### config.mk
export PLATFORM = sky130hd
export DESIGN_NAME = harmonic_sequencer
export DESIGN_NICKNAME = d
export VERILOG_FILES = /design/src/rtl/harmonic_sequencer_pkg.sv /design/src/rtl/harmonic_sequencer_gain_mac.sv /design/src/rtl/harmonic_sequencer.sv
export SDC_FILE = /design/constraint.sdc
export NUM_CORES = 1
export LEC_CHECK = 0
export CAP_MARGIN = 40
export CORE_AREA = 5 5 128 130
export DETAILED_ROUTE_END_ITERATION = 8
export DIE_AREA = 0 0 133 135
export PLACE_DENSITY = 0.78
export REMOVE_ABC_BUFFERS = 1
export SYNTH_ARGS = -nofsm -noshare
export SYNTH_HDL_FRONTEND = slang
export SYNTH_SLANG_ARGS = --single-unit
### constraint.sdc
create_clock -name i_Clock -period 9.13 [get_ports i_Clock]
set_input_delay 2.739 -clock i_Clock [delete_from_list [all_inputs] [get_ports i_Clock]]
set_output_delay 2.739 -clock i_Clock [all_outputs]
set_load 0.005 [all_outputs]
### src/rtl/harmonic_sequencer_pkg.sv
// Shared definitions for the harmonic sequencer: FSM encoding and datapath widths/shifts.
package harmonic_sequencer_pkg;

  typedef enum logic [2:0] {
    ST_IDLE,
    ST_WAIT_READY,
    ST_SETTLE,
    ST_CAPTURE,
    ST_ADVANCE,
    ST_PUBLISH
  } state_t;

  localparam int ACC_W      = 24;
  localparam int MIX_W      = 16;
  localparam int GAIN_SHIFT = 8;
  localparam int OUT_SHIFT  = 4;

endpackage

### src/rtl/harmonic_sequencer_gain_mac.sv
// Gain multiply-accumulate and output scaling/saturation for the harmonic mixer.
// Purely combinational (zero latency); no backpressure, the caller decides when to register.
module harmonic_gain_mac
  import harmonic_sequencer_pkg::*;
(
  input  logic signed [15:0]      sample,
  input  logic        [7:0]       gain,
  input  logic signed [ACC_W-1:0] acc,
  output logic signed [ACC_W-1:0] acc_sum,
  output logic signed [MIX_W-1:0] mix_sat
);

  localparam logic signed [ACC_W-1:0] MIX_MAX = 32767;
  localparam logic signed [ACC_W-1:0] MIX_MIN = -32768;

  logic signed [24:0]      product;
  logic signed [ACC_W-1:0] term;
  logic signed [ACC_W-1:0] acc_scaled;

  // Gain is unsigned: a zero sign bit keeps 255 meaning 255/256 rather than -1/256.
  assign product    = sample * $signed({1'b0, gain});
  assign term       = ACC_W'(product >>> GAIN_SHIFT);
  assign acc_sum    = acc + term;
  assign acc_scaled = acc >>> OUT_SHIFT;

  always_comb begin
    mix_sat = acc_scaled[MIX_W-1:0];
    if (acc_scaled > MIX_MAX) begin
      mix_sat = 16'sh7FFF;
    end else if (acc_scaled < MIX_MIN) begin
      mix_sat = 16'sh8000;
    end
  end

endmodule

### src/rtl/harmonic_sequencer.sv
// Walks harmonics 0..count-1 per sample strobe, accumulating gain-weighted sine values into one mix sample.
// Per harmonic: WAIT_READY dwell + 3 cycles, then one PUBLISH cycle; strobes arriving while busy are dropped and flagged.
module harmonic_sequencer
  import harmonic_sequencer_pkg::*;
#(
  parameter int MAX_HARMONICS = 64
) (
  input  logic               i_Clock,
  input  logic               i_Reset,
  input  logic               i_Sample_Clock,
  input  logic [7:0]         i_Harmonic_Count,
  input  logic [7:0]         i_Odd_Gain,
  input  logic [7:0]         i_Even_Gain,
  input  logic               i_Sample_Ready,
  input  logic signed [15:0] i_Sample_Value,
  input  logic               i_Freq_Too_High,
  output logic [7:0]         o_Harmonic,
  output logic               o_Next_Sample,
  output logic signed [15:0] o_Mix,
  output logic               o_Mix_Valid,
  output logic               o_Busy,
  output logic               o_Overrun
);

  state_t                  state;
  logic [7:0]              count_q;
  logic                    last_q;
  logic signed [ACC_W-1:0] acc;
  logic signed [ACC_W-1:0] acc_sum;
  logic signed [MIX_W-1:0] mix_sat;
  logic [7:0]              count_clamped;
  logic [7:0]              gain;
  logic                    is_last;

  always_comb begin
    count_clamped = i_Harmonic_Count;
    if (i_Harmonic_Count == 8'd0) begin
      count_clamped = 8'd1;
    end else if (int'(i_Harmonic_Count) > MAX_HARMONICS) begin
      count_clamped = 8'(MAX_HARMONICS);
    end
  end

  assign gain    = o_Harmonic[0] ? i_Odd_Gain : i_Even_Gain;
  assign is_last = (o_Harmonic == count_q - 8'd1) || i_Freq_Too_High;

  harmonic_gain_mac u_mac (
    .sample  (i_Sample_Value),
    .gain    (gain),
    .acc     (acc),
    .acc_sum (acc_sum),
    .mix_sat (mix_sat)
  );

  always_ff @(posedge i_Clock) begin
    if (i_Reset) begin
      state         <= ST_IDLE;
      count_q       <= 8'd0;
      last_q        <= 1'b0;
      acc           <= '0;
      o_Harmonic    <= 8'd0;
      o_Next_Sample <= 1'b0;
      o_Mix         <= '0;
      o_Mix_Valid   <= 1'b0;
      o_Busy        <= 1'b0;
      o_Overrun     <= 1'b0;
    end else begin
      o_Next_Sample <= 1'b0;
      o_Mix_Valid   <= 1'b0;
      // Includes the PUBLISH cycle, so a strobe racing the return to IDLE is dropped.
      if (i_Sample_Clock && state != ST_IDLE) begin
        o_Overrun <= 1'b1;
      end
      case (state)
        ST_IDLE: begin
          if (i_Sample_Clock) begin
            count_q <= count_clamped;
            acc     <= '0;
            o_Busy  <= 1'b1;
            state   <= ST_WAIT_READY;
          end
        end
        ST_WAIT_READY: begin
          if (i_Sample_Ready) begin
            state <= ST_SETTLE;
          end
        end
        ST_SETTLE: state <= ST_CAPTURE;
        ST_CAPTURE: begin
          acc           <= acc_sum;
          last_q        <= is_last;
          o_Next_Sample <= 1'b1;
          o_Harmonic    <= is_last ? 8'd0 : o_Harmonic + 8'd1;
          state         <= ST_ADVANCE;
        end
        ST_ADVANCE: state <= last_q ? ST_PUBLISH : ST_WAIT_READY;
        ST_PUBLISH: begin
          o_Mix       <= mix_sat;
          o_Mix_Valid <= 1'b1;
          o_Busy      <= 1'b0;
          state       <= ST_IDLE;
        end
        default: begin
          o_Busy <= 1'b0;
          state  <= ST_IDLE;
        end
      endcase
    end
  end

endmodule

==> out/qor.csv, run 1 <==
stage;metric;value;unit
synthesis;register area share after synthesis;0.1602;
global_route;initial antenna violation count;0;
final_layout;leading cell types in the layout, fill and taps excluded;buf_4, inv_1, fa_1, nand2_1, nor2_1;
synthesis;Synth Instances;941;
timing;minimum clock period;9.456;ns
worst_hold_path;HP Start;o_Mix[0]$_SDFFE_PP0P_;
timing;maximum clock rate;105.8;MHz
final_layout;most common cell after layout, fill and taps aside;buf_4;
status;status;finished with violations;
synthesis;Post-Syn Area;0.007998;mm^2
critical_path;reg2reg setup slack;1.55;ns
clock_network;clock latency on the worst-skew pair;0.33;ns
final_layout;post-route design area;0.01108;mm^2
power_and_ir_drop;Static Leak;0.005417;uW
synthesis;area leader, netlist;fa_1;
critical_path;worst reg2reg path depth;34;
critical_path;CP endpoint kind;register;
timing;Final Skew;0.006342;ns
global_route;gr ovfl total;0;
floorplanning;Die X;133;um
power_and_ir_drop;Peak VDD IR;0.3024;mV
timing;final setup fails;4;
floorplanning;die span in y;135;um
floorplanning;Initial Util;0.5320;
synthesis;Synth area leaders;fa_1, dfxtp_1, ha_1;
clock_network;H-tree levels;3;
clock_network;clock sink total;64;
global_route;pin count of the biggest net entering global routing;59;
placed_design;IO buf count;72;
floorplanning;die area;0.01796;mm^2
critical_path;kind of critical path;in2reg;
floorplanning;Core Area;0.01503;mm^2
clock_network;total CTS buffers;9;
final_layout;synthesis-to-layout area growth;38.49;%
synthesis;ys async rst share;0;
floorplanning;std cell rows;45;
placed_design;placed inst area;0.009892;mm^2
final_layout;share of cells above drive strength 1;0.2655;
timing;Final Max Slew Viols;0;
detailed_routing;DR pass1 iterations;5;
timing;WHS;0.4484;ns
synthesis;main flop type after synthesis;dfxtp_1;
detailed_routing;Avg WL per Cell;17.95;um
global_route;vias in the first global route;7778;
critical_path;Data arrival, critical path;9.65;ns
worst_hold_path;worst min-delay path endpoint;o_Mix[0]$_SDFFE_PP0P_;
critical_path;r2r endpoint;acc[23]$_SDFFE_PP0P_;
final_layout;ANT cells;0;
critical_path;r2r startpoint;o_Harmonic[0]$_SDFFE_PP0P_;
synthesis;Avg Cell Area, Syn;8.499;um^2
clock_network;Root Driver;clkbuf_16;
detailed_routing;Final ANT Viol Nets;0;
placed_design;gpl congestion;0.8898;
worst_hold_path;worst hold path depth;2;
floorplanning;IO Count;73;
timing;fin worst setup slack;-0.3260;ns
critical_path;Crit-path slowest cell;fa_1;
clock_network;hold_buf cts;0;
synthesis;EDFF count, synth;0;
timing;RSZ-0062 raised after global routing;yes;
final_layout;Fill cells;987;
global_route;Total GRT Usage;0.2467;
clock_network;TritonCTS clock tree;done;
placed_design;Post-DP HPWL;15.23;mm
timing;Worst Max-Slew Pin Slew;0.8372;ns
detailed_routing;Post-Route WL;24.73;mm
critical_path;worst path required time;9.32;ns
synthesis;post-synth top area share;0.2553;
placed_design;worst slack, placed;-0.9687;ns
timing;final hold violations;0;
critical_path;Worst setup SP type;input pin;
detailed_routing;routed vias/inst;5.716;
job;Max-Cap Viols;0;
synthesis;synth warn;0;
global_route;first-pass GRT wire length;36.51;mm
synthesis;Unique masters post-synth;55;
worst_hold_path;hold crit path type;reg2reg;
timing;worst relative slew slack;0.4398;
synthesis;Synth Register Bits;64;
detailed_routing;drc violations;0;
clock_network;maximum buffer depth of the clock tree;2;
status;failing checks;negative setup slack;
critical_path;Most Frequent Cell on Critical Path;a21o_1;
detailed_routing;Starting DRT DRC Count;506;
clock_network;Clock Pin Slew Worst Setup and Hold Paths;0.06;ns
power_and_ir_drop;pwr/cell area;406.6;mW/mm^2
critical_path;CP max FO;7;
timing;fin crit share;1.036;
detailed_routing;vias post-DR;7876;
power_and_ir_drop;overall power;4503;uW
critical_path;Max stage delay on crit path;0.58;ns
final_layout;Nets;1403;
-- area by class of cell --
class	instances	area, um^2	share of cell area
Multi-Input combinational cell	702	6513	0.5880
Timing Repair Buffer	257	2135	0.1927
Sequential cell	64	1281	0.1157
Inverter	151	566.8	0.05118
Tap cell	188	235.2	0.02124
Clock buffer	9	225.2	0.02033
Clock inverter	7	120.1	0.01085
-- per-stage QoR --
step	util	setup TNS (ns)	instances
5_1_grt	0.7367	-2.460	1378
4_1_cts	0.7168	0	1360
3_5_place_dp	0.6580	-6.315	1312
2_1_floorplan	-	-1.061	914
6_report	0.7367	-0.7024	1378
3_3_place_gp	0.6565	-5.128	1310
-- kinds of logic after synthesis --
logic type	Yosys count	synth area share
compound gates	157	0.1261
xor+xnor	53	0.05804
fa+ha+maj	173	0.3664
buf+inv	178	0.08370
flops	64	0.1602
mux	14	0.01862
simple gates	302	0.1870
-- timing repair --
item                       in CTS  in global routing
resized for setup             110                 79
setup endpoints to repair      10                 11
buffers inserted               29                 18
pin swaps                      89                 80
gates cloned                    4                  0
-- sequential cells by signal, indices dropped and copies added, names as in the netlist --
register	count
o_Harmonic	8
o_Overrun	1
o_Busy	1
o_Mix_Valid	1
last_q	1
o_Next_Sample	1
count_q	8
o_Mix	16
state	3
acc	24
-- worst max path at each step --
stage / startpoint / slack (ns) / cells past startpoint / endpoint
5_1_grt: i_Sample_Value[8] / -0.57 / 31 / acc[23]$_SDFFE_PP0P_
4_1_cts: i_Even_Gain[5] / 0.005 / 32 / acc[23]$_SDFFE_PP0P_
3_3_place_gp: i_Even_Gain[5] / -0.81 / 31 / acc[23]$_SDFFE_PP0P_
2_1_floorplan: i_Odd_Gain[1] / -0.48 / 30 / acc[23]$_SDFFE_PP0P_
3_5_place_dp: i_Even_Gain[5] / -0.97 / 31 / acc[23]$_SDFFE_PP0P_
6_report: i_Sample_Value[8] / -0.33 / 31 / acc[23]$_SDFFE_PP0P_
-- critical path, delay by kind of cell --
family | cells | cell delay (ns)
adder cells (fa/ha/maj) | 6 | 2.71
AO/OA/AOI/OAI | 12 | 2.35
AND/OR/NAND/NOR | 6 | 0.80
buffers and inverters | 5 | 0.71
XOR/XNOR | 2 | 0.30
-- power by group --
| group | internal (uW) | switching (uW) | leakage, uW | total, uW |
|---|---|---|---|---|
| Sequential | 289 | 10.1 | 0.000517 | 299 |
| Combinational | 2010 | 1800 | 0.00473 | 3810 |
| Clock | 267 | 129 | 0.000166 | 396 |
| Total | 2560 | 1940 | 0.00542 | 4500 |
-- metal layers --
metal | GRT usage | vias to the layer above | share of wire
li1 | - | 3556 | -
met1 | 0.2967 | 3868 | 0.37
met2 | 0.4447 | 338 | 0.52
met3 | 0.05067 | 114 | 0.062
met4 | 0.07390 | 0 | 0.047
met5 | 0 | - | 0
-- synthesized netlist by cell type (all sizes together) (4+ instances only) --
| cell | n |
|---|---|
| xor2 | 19 |
| a22oi | 19 |
| fa | 102 |
| a211oi | 4 |
| dfxtp | 64 |
| xnor2 | 34 |
| nand2 | 85 |
| mux2 | 7 |
| nor3 | 14 |
| nor2b | 41 |
| and3 | 4 |
| a21o | 19 |
| clkbuf | 24 |
| nand2b | 5 |
| ha | 71 |
| inv | 151 |
| o21a | 5 |
| nor2 | 70 |
| mux2i | 7 |
| a21oi | 52 |
| and2 | 46 |
| nand4 | 7 |
| o21ai | 30 |
| nand3 | 11 |
No activity file was read; power rests on OpenSTA's default activity.
==> run 2, diff against run 1 <==
- RECOVER_POWER: unset -> 50
==> run 2 against run 1 <==
Net effect:
- cell area unchanged
- the flow still finishes with violations (negative setup slack)
- largest power group unchanged
- sequential power about the same
- first-iteration DRC count decreased by 0.79%
- clock power about the same
- die area unchanged
- sequential cell count unchanged
- power about the same
==> out/qor.csv, run 2 (synthesized netlist as in run 1, its figures left out) <==
stage;metric;value;unit
clock_network;maximum buffer depth of the clock tree;2;
clock_network;hold_buf cts;0;
power_and_ir_drop;pwr/cell area;406.5;mW/mm^2
final_layout;Top reg by flops;acc;
detailed_routing;Final ANT Viol Nets;0;
placed_design;Post-DP HPWL;15.23;mm
final_layout;ANT cells;0;
critical_path;CP endpoint;acc[23]$_SDFFE_PP0P_;
final_layout;synthesis-to-layout area growth;38.49;%
floorplanning;std cell rows;45;
status;failing checks;negative setup slack;
floorplanning;Core Area;0.01503;mm^2
timing;Worst Max-Slew Pin Slew;0.8257;ns
detailed_routing;Avg WL per Cell;17.98;um
timing;maximum clock rate;105.4;MHz
floorplanning;Initial Util;0.5320;
power_and_ir_drop;Sw Share;0.4303;
timing;fin crit share;1.039;
global_route;pin count of the biggest net entering global routing;59;
critical_path;Data arrival, critical path;9.68;ns
critical_path;r2r startpoint;o_Harmonic[0]$_SDFFE_PP0P_;
worst_hold_path;hold crit path type;reg2reg;
floorplanning;die span in y;135;um
critical_path;CP max FO;7;
final_layout;Fill cells;987;
placed_design;placed inst area;0.009892;mm^2
floorplanning;die area;0.01796;mm^2
timing;minimum clock period;9.486;ns
final_layout;most common cell after layout, fill and taps aside;buf_4;
critical_path;Worst setup SP type;input pin;
timing;Sum Neg Setup Slack;-0.8269;ns
critical_path;r2r endpoint;acc[23]$_SDFFE_PP0P_;
timing;Final Max Slew Viols;0;
final_layout;post-route design area;0.01108;mm^2
global_route;vias in the first global route;7778;
critical_path;worst reg2reg path depth;31;
critical_path;kind of critical path;in2reg;
power_and_ir_drop;sequential fraction of design power;0.066;
critical_path;Crit-path slowest cell;fa_1;
final_layout;Nets;1403;
clock_network;Clock Pin Slew Worst Setup and Hold Paths;0.06;ns
critical_path;reg2reg setup slack;1.55;ns
global_route;Total GRT Usage;0.2467;
detailed_routing;drc violations;0;
timing;Final Skew;0.006276;ns
critical_path;CP endpoint kind;register;
clock_network;H-tree levels;3;
detailed_routing;Post-Route WL;24.78;mm
floorplanning;Die X;133;um
placed_design;worst slack, placed;-0.9687;ns
timing;fin worst setup slack;-0.3560;ns
global_route;first-pass GRT wire length;36.51;mm
timing;RSZ-0062 raised after global routing;yes;
floorplanning;IO Count;73;
clock_network;total CTS buffers;9;
timing;final hold violations;0;
final_layout;Regs by FF count;acc (24), o_Mix (16);
critical_path;Max stage delay on crit path;0.58;ns
clock_network;TritonCTS clock tree;done;
timing;final setup fails;4;
timing;worst relative slew slack;0.4475;
critical_path;Most Frequent Cell on Critical Path;a21o_1;
power_and_ir_drop;switching pwr;1937;uW
clock_network;clock sink total;64;
global_route;gr ovfl total;0;
detailed_routing;Starting DRT DRC Count;502;
global_route;initial antenna violation count;0;
placed_design;gpl congestion;0.8898;
placed_design;IO buf count;72;
detailed_routing;vias post-DR;7833;
detailed_routing;routed vias/inst;5.684;
critical_path;worst path required time;9.32;ns
power_and_ir_drop;Pint;2565;uW
power_and_ir_drop;Peak VDD IR;0.3024;mV
power_and_ir_drop;overall power;4502;uW
final_layout;leading cell types in the layout, fill and taps excluded;buf_4, inv_1, fa_1, nand2_1, nor2_1;
status;status;finished with violations;
critical_path;CP startpoint;i_Sample_Value[8];
final_layout;max reg flops;24;
power_and_ir_drop;fraction of power consumed by the clock network;0.088;
clock_network;clock latency on the worst-skew pair;0.33;ns
timing;WHS;0.4488;ns
job;Max-Cap Viols;0;
final_layout;share of cells above drive strength 1;0.2655;
power_and_ir_drop;Static Leak;0.005455;uW
clock_network;Root Driver;clkbuf_16;
detailed_routing;DR pass1 iterations;5;
power_and_ir_drop;Logic pwr share;0.846;
-- run 2: cell types whose count changed in the layout (fill, tap and decap cells not counted) --
cell,previous run,this run
dlygate4sd3_1,0,11
and2_0,0,1
clkdlybuf4s50_1,42,31
and2_1,37,36
-- run 2: critical path: cells and delay by family --
| kind | cells | cell delay (ns) |
|---|---|---|
| xor gates and xnor gates | 2 | 0.30 |
| adders and majority gates | 6 | 2.71 |
| AOI/OAI and AO/OA | 12 | 2.36 |
| and+or+nand+nor | 6 | 0.79 |
| buffers and inverters | 5 | 0.74 |
-- run 2: power by group through the flow --
stage	logic (uW)	clock network [uW]	registers [uW]
finish	3810	395	299
global route	4150	414	300
CTS	3400	401	299
detailed placement	3070	0	305
global placement	2990	0	305
floorplan	1850	0	302
-- run 2: worst min-delay path by stage --
stage | startpoint | end | slack [ns] | cells past startpoint
detailed placement | o_Mix[0]$_SDFFE_PP0P_ | o_Mix[0]$_SDFFE_PP0P_ | 0.44 | 2
global placement | o_Mix[0]$_SDFFE_PP0P_ | o_Mix[0]$_SDFFE_PP0P_ | 0.44 | 2
CTS | o_Mix[0]$_SDFFE_PP0P_ | o_Mix[0]$_SDFFE_PP0P_ | 0.45 | 2
global route | o_Mix[9]$_SDFFE_PP0P_ | o_Mix[9]$_SDFFE_PP0P_ | 0.48 | 2
floorplan | last_q$_SDFFE_PP0P_ | last_q$_SDFFE_PP0P_ | 0.43 | 2
finish | o_Mix[0]$_SDFFE_PP0P_ | o_Mix[0]$_SDFFE_PP0P_ | 0.45 | 2
-- run 2: stage by stage --
stage	util	cells
final	0.7367	1378
after global routing	0.7367	1378
after CTS	0.7168	1360
after detailed placement	0.6580	1312
after global placement	0.6565	1310
after floorplan	-	914
-- run 2: cell type report --
cell class | count | area, um^2 | area share
Clock buffer | 9 | 225.2 | 0.02033
Timing Repair Buffer | 257 | 2135 | 0.1927
Sequential cell | 64 | 1281 | 0.1157
Multi-Input combinational cell | 702 | 6513 | 0.5880
Clock inverter | 7 | 120.1 | 0.01085
Inverter | 151 | 566.8 | 0.05118
Tap cell | 188 | 235.2 | 0.02124
-- run 2: routing by layer --
metal	up-vias	wire length [um]	track usage
met5	-	0	0
met4	0	1113	0.07390
met3	107	1442	0.05067
met2	334	12940	0.4447
met1	3840	9291	0.2967
li1	3552	-	-
-- run 2: repair_timing --
item / 4_1_cts / 5_1_grt
cloned: 4 / 0
gates resized for setup: 110 / 79
setup endpoints to repair: 10 / 11
buffers inserted: 29 / 18
pin swaps: 89 / 80
==> run 3, diff against run 2 <==
- CAP_MARGIN: 40 -> 5
==> run 3 against run 2 <==
Net effect:
- the run still ends with negative setup slack left
- sequential cell count is the same
- global-route usage down 0.40 points
- via count fell by 1.6%
- worst hold slack improved by 0.0011 ns
- die area did not move
- cell area shrank 1.3%
- clock skew fell by 0.0018 ns
- utilization shrank 0.94 points
- largest cell class unchanged
==> out/qor.csv, run 3 (synthesized netlist as in run 1, its figures left out) <==
stage;metric;value;unit
worst_hold_path;worst hold path depth;2;
detailed_routing;Final ANT Viol Nets;0;
power_and_ir_drop;Static Leak;0.005333;uW
status;status;finished with violations;
floorplanning;Die X;133;um
critical_path;CP endpoint kind;register;
global_route;vias in the first global route;7745;
worst_hold_path;hold crit path type;reg2reg;
critical_path;reg2reg setup slack;1.39;ns
critical_path;worst reg2reg path depth;31;
detailed_routing;Avg WL per Cell;17.16;um
placed_design;IO buf count;72;
clock_network;total CTS buffers;9;
floorplanning;std cell rows;45;
detailed_routing;routed vias/inst;5.647;
timing;Worst Max-Slew Pin Slew;1.080;ns
timing;WHS;0.4499;ns
timing;maximum clock rate;108.0;MHz
final_layout;ANT cells;0;
global_route;first-pass GRT wire length;35.93;mm
final_layout;Fill cells;997;
timing;fin worst setup slack;-0.1320;ns
clock_network;clock sink total;64;
placed_design;gpl congestion;0.8898;
timing;Final Max Slew Viols;0;
critical_path;r2r startpoint;o_Harmonic[0]$_SDFFE_PP0P_;
detailed_routing;Starting DRT DRC Count;484;
critical_path;r2r endpoint;acc[23]$_SDFFE_PP0P_;
detailed_routing;drc violations;0;
critical_path;Data arrival, critical path;9.45;ns
final_layout;synthesis-to-layout area growth;36.72;%
final_layout;post-route design area;0.01093;mm^2
critical_path;kind of critical path;in2reg;
timing;final setup fails;2;
critical_path;CP max FO;6;
critical_path;Max stage delay on crit path;0.57;ns
detailed_routing;Post-Route WL;23.42;mm
critical_path;worst path required time;9.32;ns
timing;Sum Neg Setup Slack;-0.1402;ns
final_layout;max reg flops;24;
clock_network;H-tree levels;3;
clock_network;maximum buffer depth of the clock tree;2;
final_layout;sequential cell area;0.001281;mm^2
worst_hold_path;worst min-delay path endpoint;o_Mix[0]$_SDFFE_PP0P_;
detailed_routing;DR pass1 iterations;7;
floorplanning;die span in y;135;um
worst_hold_path;HP Start;o_Mix[0]$_SDFFE_PP0P_;
power_and_ir_drop;Peak VDD IR;0.2843;mV
status;failing checks;negative setup slack;
timing;fin crit share;1.014;
final_layout;share of cells above drive strength 1;0.2608;
final_layout;Regs by FF count;acc (24), o_Mix (16);
timing;minimum clock period;9.262;ns
timing;RSZ-0062 raised after global routing;yes;
placed_design;Post-DP HPWL;15.12;mm
global_route;initial antenna violation count;0;
final_layout;Multi-input gate area;0.006538;mm^2
placed_design;placed inst area;0.009869;mm^2
timing;final hold violations;0;
power_and_ir_drop;pwr/cell area;411.0;mW/mm^2
timing;Final Skew;0.004509;ns
floorplanning;Core Area;0.01503;mm^2
placed_design;worst slack, placed;-0.9866;ns
global_route;gr ovfl total;0;
floorplanning;die area;0.01796;mm^2
critical_path;Crit-path slowest cell;fa_1;
clock_network;TritonCTS clock tree;done;
final_layout;most common cell after layout, fill and taps aside;buf_4;
final_layout;Top reg by flops;acc;
clock_network;Root Driver;clkbuf_16;
global_route;Total GRT Usage;0.2427;
floorplanning;Initial Util;0.5320;
job;Max-Cap Viols;0;
clock_network;Clock Pin Slew Worst Setup and Hold Paths;0.05;ns
detailed_routing;vias post-DR;7708;
timing;worst relative slew slack;0.2802;
final_layout;Nets;1391;
critical_path;Worst setup SP type;input pin;
floorplanning;IO Count;73;
clock_network;clock latency on the worst-skew pair;0.33;ns
power_and_ir_drop;overall power;4494;uW
global_route;pin count of the biggest net entering global routing;59;
final_layout;leading cell types in the layout, fill and taps excluded;buf_4, inv_1, fa_1, nand2_1, nor2_1;
==> run 3: metrics by stage <==
step             util  std cells
3_5_place_dp   0.6565       1310
3_3_place_gp   0.6565       1310
4_1_cts        0.7098       1354
6_report       0.7273       1365
2_1_floorplan       -        914
5_1_grt        0.7273       1365
==> run 3: metal layers <==
layer | track usage | share of wire
met5 | 0 | 0
met4 | 0.09065 | 0.043
met3 | 0.04061 | 0.059
met2 | 0.4450 | 0.52
met1 | 0.2843 | 0.38
==> run 3: worst max-delay path: cells and delay by family <==
| kind | cells | cell delay (ns) |
|---|---|---|
| AOI/OAI and AO/OA | 12 | 2.34 |
| and+or+nand+nor | 6 | 0.85 |
| buffers and inverters | 3 | 0.22 |
| xor gates and xnor gates | 2 | 0.31 |
| adders and majority gates | 6 | 2.66 |
| muxes | 1 | 0.33 |
==> run 3: worst max-delay path by stage <==
stage	startpoint	endpoint	slack, ns	depth (start not counted)
after global placement	i_Even_Gain[5]	acc[23]$_SDFFE_PP0P_	-0.81	31
final	i_Even_Gain[5]	acc[23]$_SDFFE_PP0P_	-0.13	30
after floorplan	i_Odd_Gain[1]	acc[23]$_SDFFE_PP0P_	-0.48	30
after detailed placement	i_Even_Gain[5]	acc[23]$_SDFFE_PP0P_	-0.99	31
after global routing	i_Even_Gain[3]	acc[23]$_SDFFE_PP0P_	-0.31	31
after CTS	i_Odd_Gain[4]	acc[23]$_SDFFE_PP0P_	0.00004	29
==> run 3: report_power, final <==
part           leakage, uW  switching (uW)  internal, uW
logic              0.00468            1810          2070
registers         0.000517            11.0           289
clock network     0.000134             121           196
total              0.00533            1940          2560
==> run 3: final cells by class <==
| class | count | share of cell area |
|---|---|---|
| multi-input cells | 702 | 0.5979 |
| clock buffers | 12 | 0.02346 |
| clock inverters | 3 | 0.001602 |
| repair buffers | 245 | 0.1865 |
| well taps | 188 | 0.02151 |
| inverters | 151 | 0.05184 |
| flip-flops and latches | 64 | 0.1172 |
==> run 3: repair_timing <==
| item | in CTS | in global routing |
|---|---|---|
| cloned | 4 | 0 |
| resized for setup | 120 | 73 |
| endpoints found under the setup margin | 10 | 11 |
| pin swaps | 103 | 65 |
| setup buffers | 26 | 12 |
| hold buffers | 0 | 0 |
